===== src/rtl/store_mem_data_pkg.sv =====
// Shared constants and helpers for the MEM-stage store-data lane aligner.
package store_mem_data_pkg;

  localparam int unsigned LANES = 4;

  localparam logic [LANES-1:0] BE_WORD    = 4'b1111;
  localparam logic [LANES-1:0] BE_HALF_LO = 4'b0011;
  localparam logic [LANES-1:0] BE_HALF_HI = 4'b1100;
  localparam logic [LANES-1:0] BE_B0      = 4'b0001;
  localparam logic [LANES-1:0] BE_B1      = 4'b0010;
  localparam logic [LANES-1:0] BE_B2      = 4'b0100;
  localparam logic [LANES-1:0] BE_B3      = 4'b1000;
  localparam logic [LANES-1:0] BE_NONE    = 4'b0000;

  // BE_NONE is legal: it encodes "no store" rather than an error.
  function automatic logic be_legal(input logic [LANES-1:0] be);
    logic legal;
    case (be)
      BE_WORD, BE_HALF_LO, BE_HALF_HI,
      BE_B0, BE_B1, BE_B2, BE_B3, BE_NONE: legal = 1'b1;
      default:                             legal = 1'b0;
    endcase
    return legal;
  endfunction

endpackage


===== src/rtl/store_mem_data_lane_mux.sv =====
// Combinational lane placement of store data and byte-enable legality decode.
module store_lane_mux
  import store_mem_data_pkg::*;
#(
  parameter int unsigned DATA_W      = 32,
  parameter bit          ZERO_UNUSED = 1'b1
) (
  input  logic [DATA_W-1:0] i_data,
  input  logic [LANES-1:0]  i_byteen,
  output logic [DATA_W-1:0] o_lane_data,
  output logic              o_legal
);

  logic [7:0]  w_byte;
  logic [15:0] w_half;
  logic [DATA_W-1:0] w_byte_rep;
  logic [DATA_W-1:0] w_half_rep;

  assign w_byte     = i_data[7:0];
  assign w_half     = i_data[15:0];
  assign w_byte_rep = {4{w_byte}};
  assign w_half_rep = {2{w_half}};
  assign o_legal    = be_legal(i_byteen);

  always_comb begin
    o_lane_data = '0;
    case (i_byteen)
      BE_WORD:    o_lane_data = i_data;
      BE_HALF_LO: o_lane_data = ZERO_UNUSED ? {16'h0000, w_half} : w_half_rep;
      BE_HALF_HI: o_lane_data = ZERO_UNUSED ? {w_half, 16'h0000} : w_half_rep;
      BE_B0:      o_lane_data = ZERO_UNUSED ? {24'h000000, w_byte} : w_byte_rep;
      BE_B1:      o_lane_data = ZERO_UNUSED ? {16'h0000, w_byte, 8'h00} : w_byte_rep;
      BE_B2:      o_lane_data = ZERO_UNUSED ? {8'h00, w_byte, 16'h0000} : w_byte_rep;
      BE_B3:      o_lane_data = ZERO_UNUSED ? {w_byte, 24'h000000} : w_byte_rep;
      // BE_NONE and illegal patterns carry no data.
      default:    o_lane_data = '0;
    endcase
  end

endmodule


===== src/rtl/store_mem_data.sv =====
// MEM-stage store-data aligner: lane decode plus one register stage toward the data bus.
module store_mem_data
  import store_mem_data_pkg::*;
#(
  parameter int unsigned DATA_W      = 32,
  parameter bit          ZERO_UNUSED = 1'b1
) (
  input  logic              clk,
  input  logic              rst_n,
  input  logic              valid_in,
  input  logic [DATA_W-1:0] Read2_M,
  input  logic [LANES-1:0]  m_data_byteen,
  output logic [DATA_W-1:0] m_data_wdata,
  output logic [LANES-1:0]  m_data_byteen_q,
  output logic              valid_out,
  output logic              byteen_err
);

  logic [DATA_W-1:0] w_lane_data;
  logic              w_legal;
  logic              w_accept;

  logic [DATA_W-1:0] r_wdata;
  logic [LANES-1:0]  r_byteen;
  logic              r_valid;
  logic              r_err;

  store_lane_mux #(
    .DATA_W      (DATA_W),
    .ZERO_UNUSED (ZERO_UNUSED)
  ) u_lane_mux (
    .i_data      (Read2_M),
    .i_byteen    (m_data_byteen),
    .o_lane_data (w_lane_data),
    .o_legal     (w_legal)
  );

  assign w_accept = valid_in & w_legal;

  // Write data registers unconditionally; only the qualifiers depend on valid.
  always_ff @(posedge clk or negedge rst_n) begin
    if (!rst_n) begin
      r_wdata  <= '0;
      r_byteen <= '0;
      r_valid  <= 1'b0;
      r_err    <= 1'b0;
    end else begin
      r_wdata  <= w_lane_data;
      r_byteen <= w_accept ? m_data_byteen : '0;
      r_valid  <= w_accept;
      r_err    <= valid_in & ~w_legal;
    end
  end

  assign m_data_wdata    = r_wdata;
  assign m_data_byteen_q = r_byteen;
  assign valid_out       = r_valid;
  assign byteen_err      = r_err;

endmodule


===== config.mk =====
export PLATFORM = sky130hd
export DESIGN_NAME = store_mem_data
export DESIGN_NICKNAME = d
export VERILOG_FILES = /design/src/rtl/store_mem_data_pkg.sv /design/src/rtl/store_mem_data_lane_mux.sv /design/src/rtl/store_mem_data.sv
export SDC_FILE = /design/constraint.sdc
export NUM_CORES = 1
export LEC_CHECK = 0
export CAP_MARGIN = 20
export CORE_MARGIN = 8
export CORE_UTILIZATION = 40
export CTS_CLUSTER_SIZE = 14
export DETAILED_ROUTE_END_ITERATION = 12
export HOLD_SLACK_MARGIN = 0.08
export PLACE_DENSITY = 0.9
export SYNTH_ARGS = -nofsm -noshare
export SYNTH_HDL_FRONTEND = slang
export SYNTH_SLANG_ARGS = --single-unit
export TNS_END_PERCENT = 100

===== constraint.sdc =====
create_clock -name clk -period 0.8 [get_ports clk]
set_input_delay 0.16 -clock clk [delete_from_list [all_inputs] [get_ports clk]]
set_output_delay 0.16 -clock clk [all_outputs]
set_load 0.02 [all_outputs]

==> key figures <==
Die
  • Ports: a little under 80
  • Die height: about 79 microns
  • Initial Util: 42.05%
  • Num rows: 22
  • Die area: 6163 sq um
  • Die X-Extent: 78.51 microns
  • Core area: ~3700 sq um

Route
  • 1st-iter DRT viols: ~140
  • Drt first pass iters: 4
  • Vias/cell: about 5.4
  • Avg WL per Cell: 23.11 microns
  • Final WL: approximately 5900 microns
  • Routed via count: around 1400
  • Post-route DRC violation count: 0
  • Routed Antenna Nets: 0

Timing
  • Crit share post-route: 124.8%
  • Worst-Margin Slew: between 200 and 300 ps
  • Final setup fails: slightly above 60
  • Count of final hold-check violations: 0
  • Unrepaired setup endpoints after global routing: yes
  • Slew margin rel.: around 83%
  • Fin. max-slew vios: 0
  • Final critical-path required period: around 1000 ps
  • Worst setup margin: -198.5 ps
  • F_max: around 1000 MHz

Clock tree
  • CTS root buffer: clkbuf_8
  • Clk sinks: 38
  • CTS tree: yes
  • CTS clk-pin slew, worst paths: around 70 ps
  • Clock H-tree levels: 2
  • Num CTS Buffers: 5
  • CTS max path bufs: 2

Synth
  • Main combinational cell family by area after synthesis: compound AO/OA/AOI/OAI gates
  • #FFs+latches synth: 38
  • Post-synthesis compound-gate area fraction: between 10% and 20%
  • Adder-cell share of the synthesized area: 4.003%
  • Yosys warnings: 0
  • Syn Nets: 157
  • Post-Syn Area per Cell: 13.83 sq um
  • Syn Inst Count: 113
  • Post-synthesis xor/xnor area fraction: 0.5604%
  • Distinct cells, synth: 23
  • Sequential area share after synthesis: between 60% and 70%
  • Simple-Gate Fraction of Synth Area: ~14%
  • Post-Syn Area: ~1600 sq um
  • Post-synthesis mux area share: 0%

Finish
  • Antenna Cells: 0
  • Share of cells above drive strength 1: a little under half
  • Most frequent cells in the layout: buf_6 (48), dfrtp_1 (38), clkdlybuf4s50_1 (33)
  • Most common cell after layout, fill and taps aside: buf_6
  • Non-filler cells, final: roughly 260
  • Synth-to-Final Area Change: 81.35%
  • Final net count: about 250

Worst setup path
  • CP Launch Type: register
  • CP Buf/Inv Count: 1
  • Critical path data required time: 640 ps
  • Critical path class: register to output pin
  • Crit-path slowest cell: dfrtp_1
  • Delay-heaviest family, CP: flip-flops
  • Maximum fanout along the worst path: 1
  • Slowest cell delay on critical path: slightly above 400 ps
  • Cell Chain, Critical Path: buf_6
  • WP data arrival: 840 ps
  • Crit end category: output pin

GRT
  • Overflow after GRT: 0
  • GRT Util Overall: roughly a fifth
  • Initial antenna violation count: 0
  • First-pass GRT wire length: 8907 microns
  • Largest net degree at the start of global routing: 39
  • Vias in the first global route: about 1500

Hold path
  • Worst Hold Class: input port to register

Outcome
  • Failing checks: setup timing
  • Outcome: finished, violations left

Place
  • Post-Place Cells: approximately 240
  • Placer Congestion: 0.8676
  • I/O Buffers: 76
  • HPWL after DPL: about 3600 microns

Pwr
  • PwrDens: roughly 1600 nW/um^2
  • LEAKAGE: about 1.4 nW
  • Maximum VDD drop: roughly 820 uV
  • Pwr Total: between 4 and 5 mW

Flow run
  • Max-Cap Viols: 0
## area by class of cell
cell class                      count  area (sq um)
Multi-Input combinational cell     67         695.7
Tap cell                           48         60.06
Clock buffer                        7         86.33
Clock inverter                      1         5.005
Inverter                            2         27.53
Sequential cell                    38         950.9
Fill cell                         206         882.1
Timing Repair Buffer               94          1008
## final timing paths
kind / endpoint / cells after the start / start / slack (ps)
max: m_data_wdata[28] / 1 / m_data_wdata[28] / -200
min in group asynchronous: m_data_wdata[5] / 3 / rst_n / 360
min: m_data_byteen_q[1] / 3 / m_data_byteen[1] / 260
max in group asynchronous: m_data_wdata[2] / 3 / rst_n / 250
## logic make-up (layout without fill, tap and decap cells)
logic type,count (synthesis),in the layout
XOR/XNOR,1,1
AO/OA/AOI/OAI,27,27
AND/OR/NAND/NOR,32,34
buffers and inverters,10,104
flip-flops,38,38
adder cells (fa/ha/maj),5,5
## worst min-delay path: cells and delay by family
| family | cells | cell delay [ps] |
|---|---|---|
| and+or+nand+nor | 1 | 150 |
| buffers and inverters | 2 | 200 |
## layer usage
metal	global-route usage (%)	vias up	routed length [microns]
met1	21.88	702	2271
met5	0	-	0
li1	-	601	-
met4	8.333	0	157
met3	6.948	10	589
met2	31.48	84	2921
## sequential cells by signal, indices dropped and copies added (netlist names)
name / cells
byteen_err: 1
m_data_byteen_q: 4
m_data_wdata: 32
valid_out: 1
## cell usage after synthesis
cell type,count,area [sq um]
nor2b_4,1,13.76
a31oi_1,1,6.260
buf_1,1,3.750
dfrtp_1,38,950.9
nor3b_2,1,12.51
clkbuf_2,1,5.000
clkbuf_1,1,3.750
and3_1,6,37.54
inv_1,2,7.510
xnor2_1,1,8.760
nor2b_1,6,37.54
nand2_1,1,3.750
and2_1,5,31.28
ha_1,5,62.56
a22oi_2,1,12.51
buf_6,5,56.30
nand2b_1,2,12.51
and2b_1,3,22.52
a221o_1,8,80.08
and3_2,6,45.04
nor2_1,1,3.750
a21oi_1,1,5.000
a22o_1,16,140.1
## repair_timing
item	4_1_cts	5_1_grt
pin swaps	17	19
endpoints found under the hold margin	38	0
gates cloned	2	0
endpoints found under the setup margin	76	75
hold buffers	1	0
setup buffers	11	1
gates resized for setup	275	15
## stage by stage
| step | hold WS, ps | setup slack (ps) | cell area (sq um) | util, % | setup TNS [ps] |
|---|---|---|---|---|---|
| after global routing | 252.4 | -221.8 | 2834 | 76.26 | -9471 |
| after floorplan | -135.6 | -409.6 | 1648 | - | -6814 |
| after detailed placement | 140.5 | -970.4 | 2465 | 66.33 | -44070 |
| after CTS | 276.5 | -205.7 | 2818 | 75.82 | -10750 |
| final | 264.2 | -198.5 | 2834 | 76.26 | -8325 |
| after global placement | 131.8 | -923.8 | 2465 | 66.33 | -42630 |
## report_power, final
| group | leakage [nW] | total [mW] | internal [mW] | switching [mW] |
|---|---|---|---|---|
| combinational | 0.799 | 1.01 | 0.557 | 0.457 |
| clock | 0.0482 | 1.36 | 0.695 | 0.663 |
| sequential | 0.515 | 2.06 | 2.01 | 0.0483 |
| total | 1.36 | 4.43 | 3.26 | 1.17 |
(Power assumes the default switching activity.)
